$ cat src/rtl/pmu_snapshot_collector.sv
// pmu_snapshot_collector
// Waits for all loaders to settle idle, then walks every PMU counter address,
// reads each counter and streams the whole snapshot as one valid/ready packet.
// Optional build macro: PMU_COLLECT_HEADER_EN -- prefixes each PMU block with
// a header word {8'hA5, pmu index, NUM_CNT} in the top bits of the word.
module pmu_snapshot_collector #(
    parameter int NUM_PMU       = 16,
    parameter int NUM_CNT       = 32,
    parameter int CNT_WIDTH     = 64,
    parameter int READ_LAT      = 1,
    parameter int SETTLE_CYCLES = 8
) (
    input  logic                               aclk,
    input  logic                               aresetn,
    input  logic                               start_i,
    input  logic [NUM_PMU-1:0]                 idle_i,
    output logic [NUM_PMU-1:0][4:0]            pmu_addr_o,
    input  logic [NUM_PMU-1:0][CNT_WIDTH-1:0]  pmu_data_i,
    output logic                               out_tvalid_o,
    input  logic                               out_tready_i,
    output logic [CNT_WIDTH-1:0]               out_tdata_o,
    output logic                               out_tlast_o,
    output logic                               busy_o,
    output logic                               done_o
);

    localparam int              PW          = (NUM_PMU > 1) ? $clog2(NUM_PMU) : 1;
    localparam logic [PW-1:0]   P_LAST      = PW'(NUM_PMU - 1);
    localparam logic [4:0]      C_LAST      = 5'(NUM_CNT - 1);
    localparam logic [7:0]      SETTLE_LAST = 8'(SETTLE_CYCLES - 1);
    localparam logic [1:0]      LAT_INIT    = 2'(READ_LAT);

    typedef enum logic [2:0] {
        IDLE,
        WAIT_IDLE,
        ADDR,
        WAIT_DATA,
        OUT,
`ifdef PMU_COLLECT_HEADER_EN
        HDR,
`endif
        DONE
    } state_t;

    state_t          state, state_nxt;
    logic [PW-1:0]   p, p_nxt;
    logic [4:0]      c, c_nxt;
    logic [7:0]      settle, settle_nxt;
    logic [1:0]      lat, lat_nxt;
    logic            capture;
    logic            hs;

    assign hs = out_tvalid_o && out_tready_i;

`ifdef PMU_COLLECT_HEADER_EN
    logic [CNT_WIDTH-1:0] hdr_word;
    // Header fields sit in the top 24 bits of the stream word
    assign hdr_word = CNT_WIDTH'({8'hA5, 8'(p_nxt), 8'(NUM_CNT)}) << (CNT_WIDTH - 24);
`endif

    // State and scan index registers
    always_ff @(posedge aclk or negedge aresetn) begin
        if (!aresetn) begin
            state  <= IDLE;
            p      <= '0;
            c      <= '0;
            settle <= '0;
            lat    <= '0;
        end else begin
            state  <= state_nxt;
            p      <= p_nxt;
            c      <= c_nxt;
            settle <= settle_nxt;
            lat    <= lat_nxt;
        end
    end

    // Next-state, scan index and capture decisions
    always_comb begin
        state_nxt  = state;
        p_nxt      = p;
        c_nxt      = c;
        settle_nxt = settle;
        lat_nxt    = lat;
        capture    = 1'b0;
        case (state)
            IDLE: begin
                if (start_i) begin
                    state_nxt  = WAIT_IDLE;
                    settle_nxt = '0;
                    p_nxt      = '0;
                    c_nxt      = '0;
                end
            end
            WAIT_IDLE: begin
                if (&idle_i) begin
                    if (settle == SETTLE_LAST) begin
                        settle_nxt = '0;
`ifdef PMU_COLLECT_HEADER_EN
                        state_nxt  = HDR;
`else
                        state_nxt  = ADDR;
`endif
                    end else begin
                        settle_nxt = settle + 8'd1;
                    end
                end else begin
                    settle_nxt = '0;
                end
            end
            ADDR: begin
                state_nxt = WAIT_DATA;
                lat_nxt   = LAT_INIT;
            end
            WAIT_DATA: begin
                if (lat == 2'd0) begin
                    capture   = 1'b1;
                    state_nxt = OUT;
                end else begin
                    lat_nxt = lat - 2'd1;
                end
            end
            OUT: begin
                if (hs) begin
                    if (c != C_LAST) begin
                        c_nxt     = c + 5'd1;
                        state_nxt = ADDR;
                    end else if (p != P_LAST) begin
                        p_nxt     = p + PW'(1);
                        c_nxt     = '0;
`ifdef PMU_COLLECT_HEADER_EN
                        state_nxt = HDR;
`else
                        state_nxt = ADDR;
`endif
                    end else begin
                        state_nxt = DONE;
                    end
                end
            end
`ifdef PMU_COLLECT_HEADER_EN
            HDR: begin
                if (hs) begin
                    state_nxt = ADDR;
                end
            end
`endif
            DONE: begin
                state_nxt = IDLE;
            end
            default: begin
                state_nxt = IDLE;
            end
        endcase
    end

    // Registered outputs, derived from the upcoming state so they align with it
    always_ff @(posedge aclk or negedge aresetn) begin
        if (!aresetn) begin
            pmu_addr_o   <= '0;
            out_tvalid_o <= 1'b0;
            out_tdata_o  <= '0;
            out_tlast_o  <= 1'b0;
            busy_o       <= 1'b0;
            done_o       <= 1'b0;
        end else begin
            busy_o <= (state_nxt != IDLE) && (state_nxt != DONE);
            done_o <= (state_nxt == DONE);
`ifdef PMU_COLLECT_HEADER_EN
            out_tvalid_o <= (state_nxt == OUT) || (state_nxt == HDR);
`else
            out_tvalid_o <= (state_nxt == OUT);
`endif
            if (state_nxt == ADDR) begin
                pmu_addr_o <= {NUM_PMU{c_nxt}};
            end
            if (hs) begin
                out_tlast_o <= 1'b0;
            end
            if (capture) begin
                out_tdata_o <= pmu_data_i[p];
                out_tlast_o <= (p == P_LAST) && (c == C_LAST);
            end
`ifdef PMU_COLLECT_HEADER_EN
            if ((state_nxt == HDR) && (state != HDR)) begin
                out_tdata_o <= hdr_word;
                out_tlast_o <= 1'b0;
            end
`endif
        end
    end

endmodule

$ cat config.mk
export PLATFORM = sky130hd
export DESIGN_NAME = pmu_snapshot_collector
export DESIGN_NICKNAME = d
export VERILOG_FILES = /design/src/rtl/pmu_snapshot_collector.sv
export SDC_FILE = /design/constraint.sdc
export NUM_CORES = 1
export LEC_CHECK = 0
export ABC_AREA = 0
export CORE_AREA = 5 5 464 466
export DETAILED_ROUTE_END_ITERATION = 10
export DIE_AREA = 0 0 469 471
export GPL_TIMING_DRIVEN = 0
export SKIP_CTS_REPAIR_TIMING = 1
export SYNTH_ARGS = -nofsm -noshare
export SYNTH_HDL_FRONTEND = slang
export SYNTH_SLANG_ARGS = --single-unit
$ cat constraint.sdc
create_clock -name aclk -period 3 [get_ports aclk]
set_input_delay 0.6 -clock aclk [delete_from_list [all_inputs] [get_ports aclk]]
set_output_delay 0.6 -clock aclk [all_outputs]
set_load 0.05 [all_outputs]
# After elaboration in Yosys (flattened, before gate mapping)
# Cells that the tools add are included.
word_totals:
  output_inout_bits: 148
  register_bits: 95
  in_bits: 1044
  word_cells: 78
op_classes:
  n_mux: 30
  n_addsub: 4
  n_eq_ne: 18
  reduce_logical: 14
  n_lt_le_gt_ge: 1
op_table:
  columns: ["cell", "n"]
  rows:
  - ["$bmux 64 s4", 1]
  - ["$mux 64", 1]
  - ["$mux 8", 3]
  - ["$mux 3", 7]
  - ["$mux 5", 4]
  - ["$mux 4", 4]
  - ["$pmux 8 s2", 1]
  - ["$reduce_and 16->1", 1]
  - ["$pmux 3 s5", 1]
  - ["$ne 2x2->1 const B", 5]
  - ["$pmux 5 s2", 1]
  - ["$eq 3x2->1 const B", 3]
  - ["$eq 3x3->1 const B", 3]
  - ["$add 8x1->8 const B", 1]
  - ["$eq 8x3->1 const B", 1]
  - ["$pmux 4 s2", 1]
  - ["$reduce_bool 2->1", 4]
  - ["$add 5x1->5 const B", 1]
  - ["$eq 5x5->1 const B", 1]
  - ["$lt 4x5->1 const B", 1]
  - ["$ne 5x5->1 const B", 1]
  - ["$reduce_and 5->1", 1]
  - ["$add 4x1->4 const B", 1]
  - ["$eq 4x4->1 const B", 1]
  - ["other kinds (12)", 18]

# Longest topological paths before layout
logic_depth:
  word_depth: 7
  ltp_mapped: 8
  mapped_depth_nobuf: 8

# Worst setup path before layout
# No wires, ideal clock.
synth_timing:
  path_type: "reg-to-reg"
  from: "register c[0]"
  to: "register pmu_addr_o[75] in the netlist's numbering"
  period_less_slack_ns: 2.422
  required_ns: 2.875
  setup_slack_ns: 0.578
  setup_time_ns: 0.125
  n_path_buf: 0
  stages_incl_launch_ff: 9
  t_arrival_ns: 2.297
  path_cell_list: "dfrtp_1 -> ha_1 -> and3_1 -> ha_1 -> nand4_1 -> nor3_1 -> or3_1 -> a2111oi_4 -> mux2_2"
synth_via:
  elab_chain_len: 5
  word_cells_on_any_way: 11
  classes_between: "1 x add/sub; 2 x eq/ne; 8 x mux"
synth_rtl:
  columns: ["item", "line_no", "source"]
  rows:
  - ["from (decl)", "47", "logic [4:0] c, c_nxt;"]
  - ["from (signal assigned)", "72", "c <= c_nxt;"]
  - ["branches (longest 5 deep; another with $add 5x1->5)", null, null]
  - ["to (signal assigned)", "175", "pmu_addr_o <= {NUM_PMU{c_nxt}};"]
  - ["to (decl)", "17", "output logic [NUM_PMU-1:0][4:0] pmu_addr_o,"]
# Parallel ways; which one is timed is not known.
# A chain may end at the register's enable or synchronous reset.

# Worst setup path in the final report
layout_timing:
  from: "register p[0]"
  to: "register out_tdata_o[39]"
layout_via:
  elab_chain_len: 2
layout_rtl:
  columns: ["item", "line_no", "source"]
  rows:
  - ["from (decl)", "46", "logic [PW-1:0] p, p_nxt;"]
  - ["from (signal assigned)", "71", "p <= p_nxt;"]
  - ["$bmux 64 s4", "181", "out_tdata_o <= pmu_data_i[p];"]
  - ["$mux 64 (implied by the code)", "181", null]
  - ["to (signal assigned)", "181", null]
  - ["to (decl)", "21", "output logic [CNT_WIDTH-1:0] out_tdata_o,"]
# No other way between the ends. The select of a mux whose other input is x is not followed.

==> flow_summary.toml <==
[worst_setup_path]
slowest_cell_on_the_critical_path = "sky130_fd_sc_hd__o21ai_0"
worstPathCellList = "buf_4 > buf_6 > buf_4 > buf_2 > mux2i_1 > o21ai_0 > o22ai_1 > o31ai_1"
crit_type = "reg -> reg"
critical-path-max-stage-delay_ps = 580
timing.rr.start = "p[0]"
critical_path_arrival_ps = 3300
worstSetupStartpoint = "p[0]"
critPathMostFrequentCell = "sky130_fd_sc_hd__buf_4"
cp_data_required_time_ps = 3330
timing.critical_path.from_type = "flip-flop"
endpoint_kind = "flip-flop"
timing.critical_path.fanout_max = 10

[drt]
routed_wl_um = 196100
firstDrtPassIters = 7
post_drt_via_cell_ratio = 3.331
drtAntennaViolNets = 0
vias = 17390
drcViolationCount = 0
drt_iter0_drc = 1431
avgRoutedWirePerCell_um = 37.56

[grt]
via_count_of_the_first_global_routing_pass = 17621
grt_antenna_before_repair = 230
track_usage_pct = 16.92
grt_start_max_net_pins = 67
grt_pass1_wl_um = 230800
grt_overflow_total = 0

[placement]
numPortBuffers = 1191
dp_slack_ps = -1683
routabilityCongestion = 0.9123
post-dp-hpwl_um = 180300

[layout]
post-route-util_pct = 13.69
areaGrowthSynthToFinish_pct = 133.0
final_layout_size_suffix_gt1_share_pct = 18.79
finalNetCount = 3376

[power]
p_leak_uw = 0.009179
power_uw = 5644
worst_ir_drop_on_vdd_mv = 0.3255
cell_area_power_density_nw_per_um2 = 195.6

[cts]
ctsHtreeMaxLevel = 3
clkLatencyLatePin_ps = 420
clock_path_buffers = 2
cts_inserted_buffers = 9
cts_sinks = 95
cts.root.buffer_cell = "sky130_fd_sc_hd__clkbuf_16"
tritoncts = "built"
register_clock_pin_slew_on_the_reported_worst_setup_and_hold_paths_ps = 90

[synthesis]
synth.top_cell.area_share_pct = 34.92
portion_of_the_post_synthesis_area_used_by_sequential_elements_pct = 19.20
post_synth.cell_area_avg_um2 = 11.08
synthDominantAreaCellType = "sky130_fd_sc_hd__mux4_2"
yosys.cell_count.top_type = "sky130_fd_sc_hd__mux4_2"
ys_types = 51
synth-edff-count = 0
synth_area_leaders = "sky130_fd_sc_hd__mux4_2, sky130_fd_sc_hd__dfrtp_1, sky130_fd_sc_hd__mux2i_1"
asyncSetResetFlopFracSynth_pct = 100.0
synthesis.area_um2 = 12380
post_synth_inst_count = 1118
synthesis.nets = 2168
yosysWarnings = 0
yosys-top-cells-count = "sky130_fd_sc_hd__mux4_2, sky130_fd_sc_hd__mux2i_1, sky130_fd_sc_hd__dfrtp_1"
synth_top_flop_cell = "sky130_fd_sc_hd__dfrtp_1"
synth.ff_latch_count = 95

[timing]
slew-limit-headroom_pct = 29.51
worst_pin_slew_ps = 1054
hold_violations = 0
period_minus_slack_ps = 2973
final_min_period_over_clock_period_pct = 99.09
timing.final.ws_setup_ps = 27.35
timing_max_transition_violations_final = 0
worst_clock_skew_ps = 15.01
whs_ps = 72.09
clock.fmax_mhz = 336.4
fin_setup_tns_ps = 0
report.final.setup_viol = 0

[die]
io-pin-count = 1192
floorplan.initialDensity_pct = 5.873
die_h_um = 471
core-area_um2 = 210800
die-area_um2 = 220900
width_of_the_die_um = 469
placementRows = 169

[min_path]
hold_path_class = "in -> async"

[status]
result_of_the_run = "completed"

[flow_run]
cap_violations = 0
[layout by cell type (no fill, tap or decap), types with 35 or more instances in the layout]
cell type / Yosys / layout
sky130_fd_sc_hd__nand2_1: 49 / 48
sky130_fd_sc_hd__o21ai_0: 75 / 69
sky130_fd_sc_hd__mux2i_1: 99 / 86
sky130_fd_sc_hd__clkbuf_1: 70 / 44
sky130_fd_sc_hd__diode_2: 0 / 69
sky130_fd_sc_hd__clkdlybuf4s50_1: 0 / 1190
sky130_fd_sc_hd__o22ai_1: 66 / 66
sky130_fd_sc_hd__mux4_2: 192 / 192
sky130_fd_sc_hd__buf_4: 77 / 87
sky130_fd_sc_hd__a211oi_1: 35 / 35
sky130_fd_sc_hd__a21o_1: 37 / 37
sky130_fd_sc_hd__dfrtp_1: 95 / 90
[critical path: cells and delay by family, from the launching register on]
| kind | cells | cell delay [ps] |
|---|---|---|
| compound gates | 3 | 1030 |
| mux | 1 | 130 |
| flops | 1 | 360 |
| buf+inv | 4 | 1340 |
[layer usage]
metal  up-vias  track usage (%)  routed length (µm)
met5         -                0                 759
li1       7063                -                   -
met2      1393            28.11               89800
met3       374            7.188               24690
met4       118            4.657                7077
met1      8442            19.88               73800
[metrics by stage]
step                      cell area, µm²  std cells
after floorplan                    12380       1118
after global placement             27830       5130
after detailed placement           27930       5134
after CTS                          28230       5150
after global routing               28750       5178
final                              28850       5221
[power breakdown]
group	internal, µW	switching (µW)
clock	594	779
sequential	1310	43.7
combinational	1690	1230
[registers in the layout (all words and copies together), names as in the netlist]
name          count
state             3
busy_o            1
done_o            1
pmu_addr_o        5
out_tlast_o       1
p                 4
c                 5
lat               2
out_tdata_o      64
out_tvalid_o      1
settle            8
[kinds of logic after synthesis]
kind of cell	count (synthesis)	share of synthesized area [%]
adders and majority gates	6	0.6063
DFF	95	19.20
muxes	327	46.20
AOI/OAI and AO/OA	358	19.45
xor gates and xnor gates	2	0.1415
and+or+nand+nor	133	5.699
buffers and inverters	197	8.700
[final cells by class]
cell class | count | area (µm²)
fillers | 23971 | 182000
repair buffers | 1199 | 12040
multi-input cells | 826 | 9240
well taps | 2821 | 3530
flip-flops and latches | 95 | 2384
plain buffers | 191 | 1179
clock buffers | 9 | 225.2
diodes | 69 | 172.7
clock inverters | 7 | 72.57
inverters | 4 | 15.01
[final timing paths]
path                       slack (ps)         endpoint  cells past startpoint
max                                30  out_tdata_o[39]                      8
min                                70  out_tdata_o[39]                      1
max reg2reg                        30  out_tdata_o[39]                      8
min reg2reg                       480   out_tdata_o[9]                      1
max in group asynchronous        2130  out_tdata_o[19]                      2
min in group aclk                 480   out_tdata_o[9]                      1
(Power assumes the default switching activity.)
